$ cat src/rtl/vga_write_arbiter.sv
// Round-robin arbiter sharing the VGA adapter write port between three pixel producers.
// Writes are gated by a periodic frame window; the output register adds one cycle of latency.
module vga_write_arbiter #(
  parameter int FRAME_PERIOD = 1700000,
  parameter int WINDOW       = 1000,
  parameter int CW           = 21
) (
  input  logic        clock,
  input  logic        reset,
  input  logic [2:0]  req_valid,
  input  logic [23:0] req_x,
  input  logic [20:0] req_y,
  input  logic [53:0] req_colour,
  output logic [2:0]  req_ready,
  output logic [7:0]  vga_x,
  output logic [6:0]  vga_y,
  output logic [17:0] vga_colour,
  output logic        vga_write,
  output logic        window_open,
  output logic        frame_start
);

  typedef enum logic [1:0] {
    REQ0 = 2'd0,
    REQ1 = 2'd1,
    REQ2 = 2'd2
  } req_id_t;

  localparam logic [CW-1:0] RELOAD  = CW'(FRAME_PERIOD - 1);
  localparam logic [CW-1:0] WIN_LIM = CW'(WINDOW);

  logic [CW-1:0] cnt;
  req_id_t       last;
  req_id_t       pick;
  logic [2:0]    grant;
  logic [1:0]    idx;
  logic          xfer;
  logic [7:0]    sel_x;
  logic [6:0]    sel_y;
  logic [17:0]   sel_colour;

  assign window_open = (cnt < WIN_LIM);
  assign frame_start = (cnt == '0);

  // Search starts one past the last grant and wraps; first valid requester wins.
  always_comb begin
    grant = '0;
    pick  = last;
    idx   = '0;
    for (int unsigned i = 1; i <= 3; i++) begin
      idx = 2'((32'(last) + i) % 3);
      if (!reset && window_open && (grant == '0) && req_valid[idx]) begin
        grant[idx] = 1'b1;
        pick       = req_id_t'(idx);
      end
    end
  end

  assign req_ready = grant;
  assign xfer      = |grant;

  always_comb begin
    sel_x      = '0;
    sel_y      = '0;
    sel_colour = '0;
    case (pick)
      REQ0: begin
        sel_x      = req_x[7:0];
        sel_y      = req_y[6:0];
        sel_colour = req_colour[17:0];
      end
      REQ1: begin
        sel_x      = req_x[15:8];
        sel_y      = req_y[13:7];
        sel_colour = req_colour[35:18];
      end
      REQ2: begin
        sel_x      = req_x[23:16];
        sel_y      = req_y[20:14];
        sel_colour = req_colour[53:36];
      end
      default: begin
        sel_x      = '0;
        sel_y      = '0;
        sel_colour = '0;
      end
    endcase
  end

  always_ff @(posedge clock) begin
    if (reset) begin
      cnt        <= RELOAD;
      last       <= REQ2;
      vga_write  <= 1'b0;
      vga_x      <= '0;
      vga_y      <= '0;
      vga_colour <= '0;
    end else begin
      cnt <= (cnt == '0) ? RELOAD : cnt - CW'(1);
      if (xfer) begin
        last <= pick;
      end
      // Idle cycles drive a zeroed bus so the adapter never sees stale pixels.
      vga_write  <= xfer;
      vga_x      <= xfer ? sel_x : '0;
      vga_y      <= xfer ? sel_y : '0;
      vga_colour <= xfer ? sel_colour : '0;
    end
  end

endmodule

$ cat config.mk
export PLATFORM = sky130hd
export DESIGN_NAME = vga_write_arbiter
export DESIGN_NICKNAME = d
export VERILOG_FILES = /design/src/rtl/vga_write_arbiter.sv
export SDC_FILE = /design/constraint.sdc
export NUM_CORES = 1
export LEC_CHECK = 0
export CORE_ASPECT_RATIO = 0.9
export CORE_UTILIZATION = 45
export CTS_CLUSTER_SIZE = 10
export DETAILED_ROUTE_END_ITERATION = 16
export GPL_TIMING_DRIVEN = 0
export PLACE_DENSITY = 0.95
export SETUP_SLACK_MARGIN = 0.1
export SYNTH_ARGS = -nofsm -noshare
export SYNTH_HDL_FRONTEND = slang
export SYNTH_SLANG_ARGS = --single-unit
$ cat constraint.sdc
create_clock -name clock -period 4.9 [get_ports clock]
set_input_delay 1.225 -clock clock [delete_from_list [all_inputs] [get_ports clock]]
set_output_delay 1.225 -clock clock [all_outputs]
set_load 0.01 [all_outputs]
[Yosys cells after proc, flatten, opt, wreduce, memory -nomap -nowiden]
Cells that the tools add are included.
Operators by class
  reduce and logical (&&, ||, !) cells: 17
  add/subtract/negate cells: 4
  eq/ne operators: 2
  bitwise gates (word level): 3
  divide/modulo/power cells: 3
  mux-type cells: 21
  $lt $le $gt $ge: 7
Operators with widths (number)
  modulo 32 x 2 -> 32 bit, second input constant: 3
  one-hot mux 18 bit (3 select lines): 1
  one-hot mux 8 bit (3 select lines): 1
  logical NOT 21 bit: 1
  < comparator 21 x 10 -> 1 bit, second input constant: 1
  one-hot mux 7 bit (3 select lines): 1
  subtractor 21 x 1 -> 21 bit, second input constant: 1
  logical AND 1 bit: 9
  < comparator 2 x 3 -> 1 bit, second input constant: 3
  2-to-1 mux 3 bit: 3
  adder 2 x 2 -> 3 bit, second input constant: 2
  binary-select mux 1 bit (select 2 bit): 3
  demux 1 bit (select 2 bit): 3
  >= comparator 2 x 1 -> 1 bit, second input constant: 3
  logical NOT 3 bit: 2
  2-to-1 mux 1 bit: 6
  2-to-1 mux 2 bit: 3
  OR 3 bit: 2
  OR reduction 2 bit: 2
  adder 2 x 1 -> 3 bit, second input constant: 1
  OR reduction 3 bit: 1
  equality test 2 x 1 -> 1 bit, second input constant: 1
  equality test 2 bit, second input constant: 1
  logical NOT 2 bit: 1
  2 further kinds: 2
Word-level totals
  bits of input ports: 104
  bits in registers: 57

[Logic depth before layout (Yosys ltp)]
Gate-level depths: netlist (run 1).
  word-level depth: 18
  mapped depth: 12
  depth with buffers taken out: 9

[Least setup slack after synthesis (run 1)]
No wires, ideal clock.
  kind: input -> output
  start: input port req_valid[2]
  end: output port req_ready[1]
  buffers on the path: 1
  cell stages on the path: 7
  data arrival time: 2400 ps
  required time: 3675 ps
  slack: 1275 ps
  cell sequence: buf_2 -> nand2_1 -> a21oi_1 -> or2_2 -> a32oi_1 -> nand3_1 -> a21boi_0
On the way
  longest elaborated chain between the ends: 12
  elaborated cells between the ends (all ways): 18
  those cells by class: mux: 9; bitwise: 2; reduce/logical: 7
RTL lines
  start, declared: line 10  | input logic [2:0] req_valid,
  binary-select mux 1 bit (select 2 bit): line 52  | if (!reset && window_open && (grant == '0) && req_valid[idx]) begin
  2-to-1 mux 1 bit (implied by the code): line 52
  logical AND 1 bit: line 52
  2-to-1 mux 3 bit: line 52
  logical NOT 3 bit: line 52
  logical AND 1 bit (2 in a row): line 52
  2-to-1 mux 3 bit: line 52
  logical NOT 3 bit: line 52
  logical AND 1 bit (2 in a row): line 52
  2-to-1 mux 3 bit *: line 52
  end, declared: line 14  | output logic [2:0] req_ready,
Mark *: on every way between the ends. The rest lies on a longest branch, timed or not. The select of a mux whose other input is x is not followed.

[Final worst setup path (run 1)]
  start: input port req_valid[1]
  end: output port req_ready[1]
Same word-level chain as after synthesis.

==> results of run 1 <==
[registers in the layout (all words and copies together) (netlist names)]
signal and flops:
cnt 21, vga_colour 18, vga_x 8, vga_y 7, last 2, vga_write 1
[final cells by class]
class	instances	area [um^2]	share of cell area
repair buffers	140	1410	0.286
inverters	10	37.5	0.00763
plain buffers	21	185	0.0376
flip-flops and latches	57	1140	0.232
well taps	90	113	0.0229
multi-input cells	211	1810	0.368
clock inverters	2	60.1	0.0122
clock buffers	13	169	0.0343
[critical path: stages]
cell and delay (ns):
dlymetal6s2s_1 0.19, nor2b_1 0.18, and2_1 0.19, or2_2 0.29, a32oi_1 0.20, nand3_1 0.11, a21boi_1 0.18, clkdlybuf4s50_1 0.56
[placed cells by master (no fill, tap or decap), types with 4 or more instances in the layout]
cell / instances
a21oi_1: 6
buf_2: 9
buf_6: 5
clkbuf_8: 12
clkdlybuf4s50_1: 138
dfxtp_1: 57
ha_1: 5
inv_1: 10
mux2i_1: 35
nand2_1: 18
nand2b_1: 7
nand3_1: 6
nor2_1: 16
nor2b_1: 4
nor3_1: 5
o21ai_0: 7
o2bb2ai_2: 29
xnor2_1: 11
xor2_1: 4
[final timing paths]
path	to	slack, ns	cells past startpoint
worst max-delay path	req_ready[1]	0.54	8
worst min-delay path	cnt[0]	0.42	1
worst max register to register	vga_colour[7]	2.00	12
worst min register to register	cnt[0]	0.42	1
[power by group through the flow]
stage | sequential [mW] | combinational [mW] | clock, mW
floorplan | 0.477 | 0.0613 | 0
global placement | 0.477 | 0.154 | 0
detailed placement | 0.477 | 0.159 | 0
CTS | 0.467 | 0.159 | 0.516
global route | 0.467 | 0.170 | 0.535
finish | 0.467 | 0.159 | 0.506
[kinds of logic after synthesis]
| group | after synthesis | synth area share |
|---|---|---|
| AOI/OAI and AO/OA | 71 | 0.242 |
| xor gates and xnor gates | 15 | 0.0415 |
| adders and majority gates | 5 | 0.0197 |
| buffers and inverters | 31 | 0.0703 |
| DFF | 57 | 0.360 |
| muxes | 35 | 0.111 |
| and+or+nand+nor | 85 | 0.156 |
[stage by stage]
step	hold slack, ns	utilization	cells
global route	0.439	0.735	544
finish	0.416	0.735	544
detailed placement	0.409	0.700	529
CTS	0.423	0.734	544
global placement	0.377	0.700	529
floorplan	0.367	-	299
[per-layer routing]
metal	global-route usage	vias up	share of wire
li1	-	1398	-
met1	0.278	1325	0.40
met2	0.423	115	0.52
met3	0.0685	15	0.062
met4	0.105	0	0.021
met5	0	-	0
[what timing repair did]
item                       CTS  global route
hold buffers                 0             0
setup endpoints to repair    0             3
gates resized for setup      0             4
==> impl_metrics.toml, run 1 <==
[global_routing]
grtUsageTotal = 0.241
antenna_found_initial = 0
grt_pass1_wl_mm = 13.6
grt_pass1_vias = 2831
overflow = 0
grt_max_degree = 11

[clocking]
numCtsBuffers = 9
post-cts-setup-buffers = 0
cts_root_buf = "clkbuf_8"
clock_sinks = 57
cts_tree = "yes"
clkSlewWorstSetupHoldPaths_ns = 0.06
max-clock-path-buffers = 2
htree_levels = 3
clk_latency_ns = 0.33

[outcome]
status = "complete, no violations"

[timing]
worst_slack_ns = 0.544
tns_ns = 0
fmax_mhz = 230
worst_pin_slew_ns = 0.519
finClkSkew_ns = 0.0122
min_period_ns = 4.36
relSlewSlack = 0.654
drv_slew = 0
period_share = 0.889
rsz0062_at_grt = "no"
hold_violations = 0
setup_violations = 0

[floorplanning]
start_util = 0.473
rows = 28
dieArea_um2 = 7380
core_area_um2 = 6690
dieHeight_um = 81.6
io_pins = 143
fp.dieW_um = 90.4

[power]
powerDensity_nw_per_um2 = 230
intPower_mw = 0.894
p_leak_nw = 1.86
p_switching_mw = 0.238
power_frac_comb = 0.141
vdd_ir_drop_max_v = 0.000157
pwr-share-seq = 0.412
power_mw = 1.13
power_frac_clock = 0.447
switching_share = 0.211

[synth]
synth_top_area_cell = "dfxtp_1"
ys_warn_count = 0
synth_top_area_frac = 0.360
synth.avg_cell_area_um2 = 10.6
synth_most_common_cell = "dfxtp_1"
synth-seq-area-share = 0.360
ys_types = 58
synth_ff_type = "dfxtp_1"
synth_fp_nets = 408
synth-seq-cells = 57
synth_edf_count = 0
syn_inst = 299
synth_common_cells = "57 x dfxtp_1, 35 x mux2i_1, 29 x o2bb2ai_2"
ys_top_cells_by_area = "dfxtp_1 36%, o2bb2ai_2 14%, mux2i_1 11%"
ys_async_sr_fraction = 0
synthesis.area_um2 = 3170

[min_path]
hold_class = "reg -> reg"
min_from = "cnt[0]"

[drt]
detail-route-antenna-nets = 0
dr.pass1.iters = 4
wl_per_cell_um = 15.8
vias_per_cell = 5.24
first_iter_violations = 107
vias = 2853
drcViolationCount = 0
routed_wirelength_mm = 8.58

[layout]
diodes = 0
finish.instance_area_um2 = 4920
nets = 559
syn2layout_area_growth_pct = 55.3
fillers = 426
drive_gt1_frac = 0.176

[job]
max_cap_viol_count = 0

[worst_setup_path]
setup.worst_path.start = "req_valid[1]"
cp-end-kind = "primary output"
arrival_ns = 3.13
crit_fanout = 8
crit_type = "in -> out"
cp_data_required_time_ns = 3.67
timing.rr.start = "last[0]"
start_kind = "input port"

[placement]
gp_congestion = 0.854
dpl_cell_area_um2 = 4680
preCtsSetupSlack_ns = 0.130
port_buffers = 140
place_hpwl_mm = 6.78
Power figures use the tool's default switching activity.
==> inputs of run 2 (changes only) <==
--- a/config.mk
+++ b/config.mk
@@ -6,11 +6,11 @@
 export NUM_CORES = 1
 export LEC_CHECK = 0
 export CORE_ASPECT_RATIO = 0.9
-export CORE_UTILIZATION = 45
-export CTS_CLUSTER_SIZE = 10
+export CORE_UTILIZATION = 35
+export CTS_CLUSTER_SIZE = 25
 export DETAILED_ROUTE_END_ITERATION = 16
 export GPL_TIMING_DRIVEN = 0
-export PLACE_DENSITY = 0.95
+export PLACE_DENSITY = 0.79
 export SETUP_SLACK_MARGIN = 0.1
 export SYNTH_ARGS = -nofsm -noshare
 export SYNTH_HDL_FRONTEND = slang
==> run 2 against run 1 <==
Net effect:
- via count shrank 1.9%
- hold slack lost 0.025 ns
- global-route usage is 6.4 points lower
- sequential share of layout area about the same
- count of clock-buffer cells in the layout is 4 lower
- maximum frequency decreased by 2.5%
- final area rose by 0.20%
- critical path type unchanged
- largest cell class unchanged
==> impl_metrics.toml, run 2 (synthesized netlist as in run 1, its figures left out) <==
[layout]
final_cell_mix = "138 x clkdlybuf4s50_1, 57 x dfxtp_1, 35 x mux2i_1, 29 x o2bb2ai_2, 18 x nand2_1"
multiInputGateArea_um2 = 1800
largest_register_ffs = 21
seq_area_um2 = 1140
syn2layout_area_growth_pct = 55.6
regMostFlops = "cnt"
drive_gt1_frac = 0.176
diodes = 0
fillers = 759
layout_commonest_cell = "clkdlybuf4s50_1"
nets = 559
reg.largest.list = "cnt: 21 flops, vga_colour: 18 flops, vga_x: 8 flops"

[worst_setup_path]
crit_path_cell_trace = "dlymetal6s2s_1, nor2b_1, and2_1, or2_2, a32oi_1, nand3_1, a21boi_0, clkdlybuf4s50_1"
arrival_ns = 3.24
cp-end-kind = "primary output"
crit_fanout = 8
crit_type = "in -> out"
timing.rr.start = "last[0]"
cpMaxStageDelayCell = "clkdlybuf4s50_1"
path_buf_inv = 2
r2r_cells = 12
start_kind = "input port"
cp_top_family = "buffers and inverters"
cp_slowest_stage_delay_ns = 0.58
cp_data_required_time_ns = 3.67
r2r-end = "vga_x[7]"
rrSetupSlack_ns = 1.98

[timing]
period_share = 0.912
fmax_mhz = 224
hold_violations = 0
min_period_ns = 4.47
finClkSkew_ns = 0.00940
drv_slew = 0
tns_ns = 0
relSlewSlack = 0.661
worst_slack_ns = 0.432
worst_pin_slew_ns = 0.507
setup_violations = 0
rsz0062_at_grt = "no"

[power]
powerDensity_nw_per_um2 = 223
vdd_ir_drop_max_v = 0.0000999
p_leak_nw = 1.85

[global_routing]
grt_pass1_vias = 2774
antenna_found_initial = 0
grt_pass1_wl_mm = 12.9
grt_max_degree = 11
grtUsageTotal = 0.177
overflow = 0

[drt]
vias_per_cell = 4.88
wl_per_cell_um = 14.1
detail-route-antenna-nets = 0
first_iter_violations = 91
drcViolationCount = 0
routed_wirelength_mm = 8.08
vias = 2799
dr.pass1.iters = 4

[clocking]
max-clock-path-buffers = 2
cts_hold_buf = 0
clk_latency_ns = 0.34
numCtsBuffers = 9
clkSlewWorstSetupHoldPaths_ns = 0.06
htree_levels = 3
cts_root_buf = "clkbuf_8"
cts_tree = "yes"
clock_sinks = 57
post-cts-setup-buffers = 0

[floorplanning]
start_util = 0.365
dieHeight_um = 92.3
io_pins = 143
core_area_um2 = 8690
dieArea_um2 = 9440
rows = 32
fp.dieW_um = 102

[min_path]
whs_endpoint = "cnt[0]"
min_from = "cnt[0]"
hold_depth = 1
hold_class = "reg -> reg"

[placement]
place_hpwl_mm = 6.47
port_buffers = 140
preCtsSetupSlack_ns = 0.108
gp_congestion = 0.873

[job]
max_cap_viol_count = 0

[outcome]
status = "complete, no violations"
-- run 2: worst max-delay path by stage --
stage | from | to | slack (ns) | cells after the start
after floorplan | req_valid[2] | req_ready[1] | 1.27 | 7
after global placement | req_valid[1] | req_ready[2] | 0.14 | 8
after detailed placement | req_valid[1] | req_ready[1] | 0.11 | 8
after CTS | req_valid[1] | req_ready[1] | 0.10 | 8
after global routing | req_valid[1] | req_ready[1] | 0.36 | 8
final | req_valid[1] | req_ready[1] | 0.43 | 8
-- run 2: routing by layer --
layer,share of wire,track usage,vias to the layer above
met5,0,0,-
met4,0.012,0.0560,0
met3,0.068,0.0526,12
met2,0.50,0.298,100
met1,0.42,0.214,1297
li1,-,-,1390
-- run 2: layout make-up --
cell class | instances | area share
Clock buffer | 9 | 0.0251
Multi-Input combinational cell | 211 | 0.366
Clock inverter | 6 | 0.0170
Timing Repair Buffer | 140 | 0.285
Inverter | 10 | 0.00761
Sequential cell | 57 | 0.231
Buffer | 21 | 0.0376
Tap cell | 119 | 0.0302
-- run 2: stage by stage --
| stage | area (um^2) | total power, mW | cells | utilization | hold WS [ns] |
|---|---|---|---|---|---|
| CTS | 4930 | 1.11 | 573 | 0.567 | 0.395 |
| detailed placement | 4720 | 0.634 | 558 | 0.543 | 0.380 |
| finish | 4930 | 1.10 | 573 | 0.568 | 0.392 |
| global route | 4930 | 1.14 | 573 | 0.568 | 0.415 |
| global placement | 4720 | 0.631 | 558 | 0.543 | 0.376 |
| floorplan | 3170 | 0.538 | 299 | - | 0.367 |
-- run 2: what timing repair did --
item,4_1_cts,5_1_grt
endpoints found under the setup margin,0,3
endpoints found under the hold margin,0,0
resized for setup,0,3
-- run 2: power by group --
part           switching, mW  internal, mW  total, mW
logic                 0.0535         0.103      0.156
registers            0.00115         0.465      0.466
clock network          0.193         0.281      0.475
==> inputs of run 3 (changes only) <==
--- a/config.mk
+++ b/config.mk
@@ -10,7 +10,7 @@
 export CTS_CLUSTER_SIZE = 25
 export DETAILED_ROUTE_END_ITERATION = 16
 export GPL_TIMING_DRIVEN = 0
-export PLACE_DENSITY = 0.79
+export PLACE_DENSITY = 0.73
 export SETUP_SLACK_MARGIN = 0.1
 export SYNTH_ARGS = -nofsm -noshare
 export SYNTH_HDL_FRONTEND = slang
==> run 3 against run 2 <==
Net effect:
- critical path depth unchanged
- clock skew is 0.00088 ns lower
- first-iteration DRC count rose by 11%
- sequential power about the same
- critical endpoint unchanged
==> impl_metrics.toml, run 3 (synthesized netlist as in run 1, its figures left out) <==
[clocking]
cts_tree = "yes"
cts_hold_buf = 0
clk_latency_ns = 0.34
cts_root_buf = "clkbuf_8"
numCtsBuffers = 9
clock_sinks = 57
max-clock-path-buffers = 2
clkSlewWorstSetupHoldPaths_ns = 0.06
htree_levels = 3

[timing]
setup_violations = 0
fmax_mhz = 228
finClkSkew_ns = 0.00851
relSlewSlack = 0.636
min_period_ns = 4.39
drv_slew = 0
worst_pin_slew_ns = 0.545
tns_ns = 0
worst_slack_ns = 0.505
rsz0062_at_grt = "no"
hold_violations = 0
period_share = 0.897

[placement]
gp_congestion = 0.872
preCtsSetupSlack_ns = 0.103
place_hpwl_mm = 6.69
port_buffers = 140
placedCellCount = 558

[global_routing]
overflow = 0
grt_util_met2 = 0.300
grt_use_met3 = 0.0846
grt_max_degree = 11
busiest_layer = "met2"
grt_pass1_wl_mm = 13.3
grtUsageTotal = 0.186
antenna_found_initial = 0
grt_pass1_vias = 2846
globalRouteMet1Util = 0.216

[worst_setup_path]
cp-end-kind = "primary output"
cp_data_required_time_ns = 3.67
arrival_ns = 3.17
start_kind = "input port"
crit_type = "in -> out"
crit_fanout = 8
setup.worst_path.start = "req_valid[1]"
rrSetupSlack_ns = 2.01
r2r_cells = 12
crit_end = "req_ready[1]"
r2r-end = "vga_colour[3]"
timing.rr.start = "last[0]"

[power]
vdd_ir_drop_max_v = 0.000139
power_frac_clock = 0.448
pwr-share-seq = 0.414
powerDensity_nw_per_um2 = 227
power_frac_comb = 0.139
intPower_mw = 0.880
switching_share = 0.220
power_mw = 1.13
p_switching_mw = 0.247
p_leak_nw = 1.86

[floorplanning]
dieHeight_um = 92.3
start_util = 0.365
core_area_um2 = 8690
dieArea_um2 = 9440
rows = 32
fp.dieW_um = 102
io_pins = 143

[drt]
routed_wirelength_mm = 8.32
drcViolationCount = 0
dr.pass1.iters = 7
detail-route-antenna-nets = 0
vias = 2831
vias_per_cell = 4.93
wl_per_cell_um = 14.5
first_iter_violations = 101

[layout]
seq_area_um2 = 1140
fillers = 792
drive_gt1_frac = 0.180
syn2layout_area_growth_pct = 56.5
reg.largest.list = "cnt: 21 flops, vga_colour: 18 flops, vga_x: 8 flops"
multiInputGateArea_um2 = 1810
diodes = 0
nets = 559
layout.cells.non_filler = 574
final_cell_mix = "138 x clkdlybuf4s50_1, 57 x dfxtp_1, 35 x mux2i_1, 29 x o2bb2ai_2, 18 x nand2_1"
regMostFlops = "cnt"
largest_register_ffs = 21
layout_commonest_cell = "clkdlybuf4s50_1"

[job]
max_cap_viol_count = 0

[min_path]
hold_class = "reg -> reg"

[outcome]
status = "complete, no violations"
==> run 3: cell types whose count changed in the layout (fill, tap and decap cells not counted) <==
cell / delta
clkinvlp_4: +1
a21boi_0: -2
clkbuf_8: +2
a21boi_1: +2
nor3b_2: +1
nor3b_1: -1
clkinv_4: -1
clkinv_2: -1
==> run 3: stage by stage <==
stage                     utilization  instance area [um^2]  hold slack [ns]
after global placement          0.543                  4720            0.377
after CTS                       0.569                  4950            0.407
after global routing            0.571                  4960            0.418
after floorplan                     -                  3170            0.367
final                           0.571                  4960            0.403
after detailed placement        0.543                  4720            0.382
==> run 3: worst min path at each step <==
| stage | startpoint | to | slack (ns) | depth (start not counted) |
|---|---|---|---|---|
| 2_1_floorplan | cnt[0] | cnt[0] | 0.37 | 1 |
| 3_3_place_gp | cnt[0] | cnt[0] | 0.38 | 1 |
| 3_5_place_dp | cnt[0] | cnt[0] | 0.38 | 1 |
| 4_1_cts | cnt[0] | cnt[0] | 0.41 | 1 |
| 5_1_grt | cnt[0] | cnt[0] | 0.42 | 1 |
| 6_report | cnt[0] | cnt[0] | 0.40 | 1 |
==> run 3: cell type report <==
type / instances / share of cell area
sequential: 57 / 0.230
clock inverter: 5 / 0.0156
tap: 119 / 0.0300
multi-input combinational: 211 / 0.365
inverter: 10 / 0.00757
clock buffer: 11 / 0.0305
buffer: 21 / 0.0374
timing repair buffer: 140 / 0.284
==> run 3: routing by layer <==
layer,vias up,share of wire
met5,-,0
met3,18,0.089
met4,0,0.022
met2,111,0.48
met1,1309,0.41
li1,1393,-
==> run 3: timing repair <==
action,4_1_cts,5_1_grt
buffers inserted,0,0
gates cloned,0,0
endpoints found under the hold margin,0,0
resized for setup,1,5
setup endpoints to repair,1,3
==> run 3: power groups by stage <==
stage	combinational, mW	clock (mW)	sequential [mW]
final	0.156	0.505	0.466
after global routing	0.168	0.539	0.466
after CTS	0.158	0.520	0.466
after detailed placement	0.157	0	0.477
after global placement	0.154	0	0.477
after floorplan	0.0613	0	0.477
==> run 3: critical path, cell delays in order <==
cell             delay, ns
dlymetal6s2s_1        0.19
nor2b_1               0.18
and2_1                0.18
or2_2                 0.29
a32oi_1               0.20
nand3_1               0.10
a21boi_1              0.22
clkdlybuf4s50_1       0.57
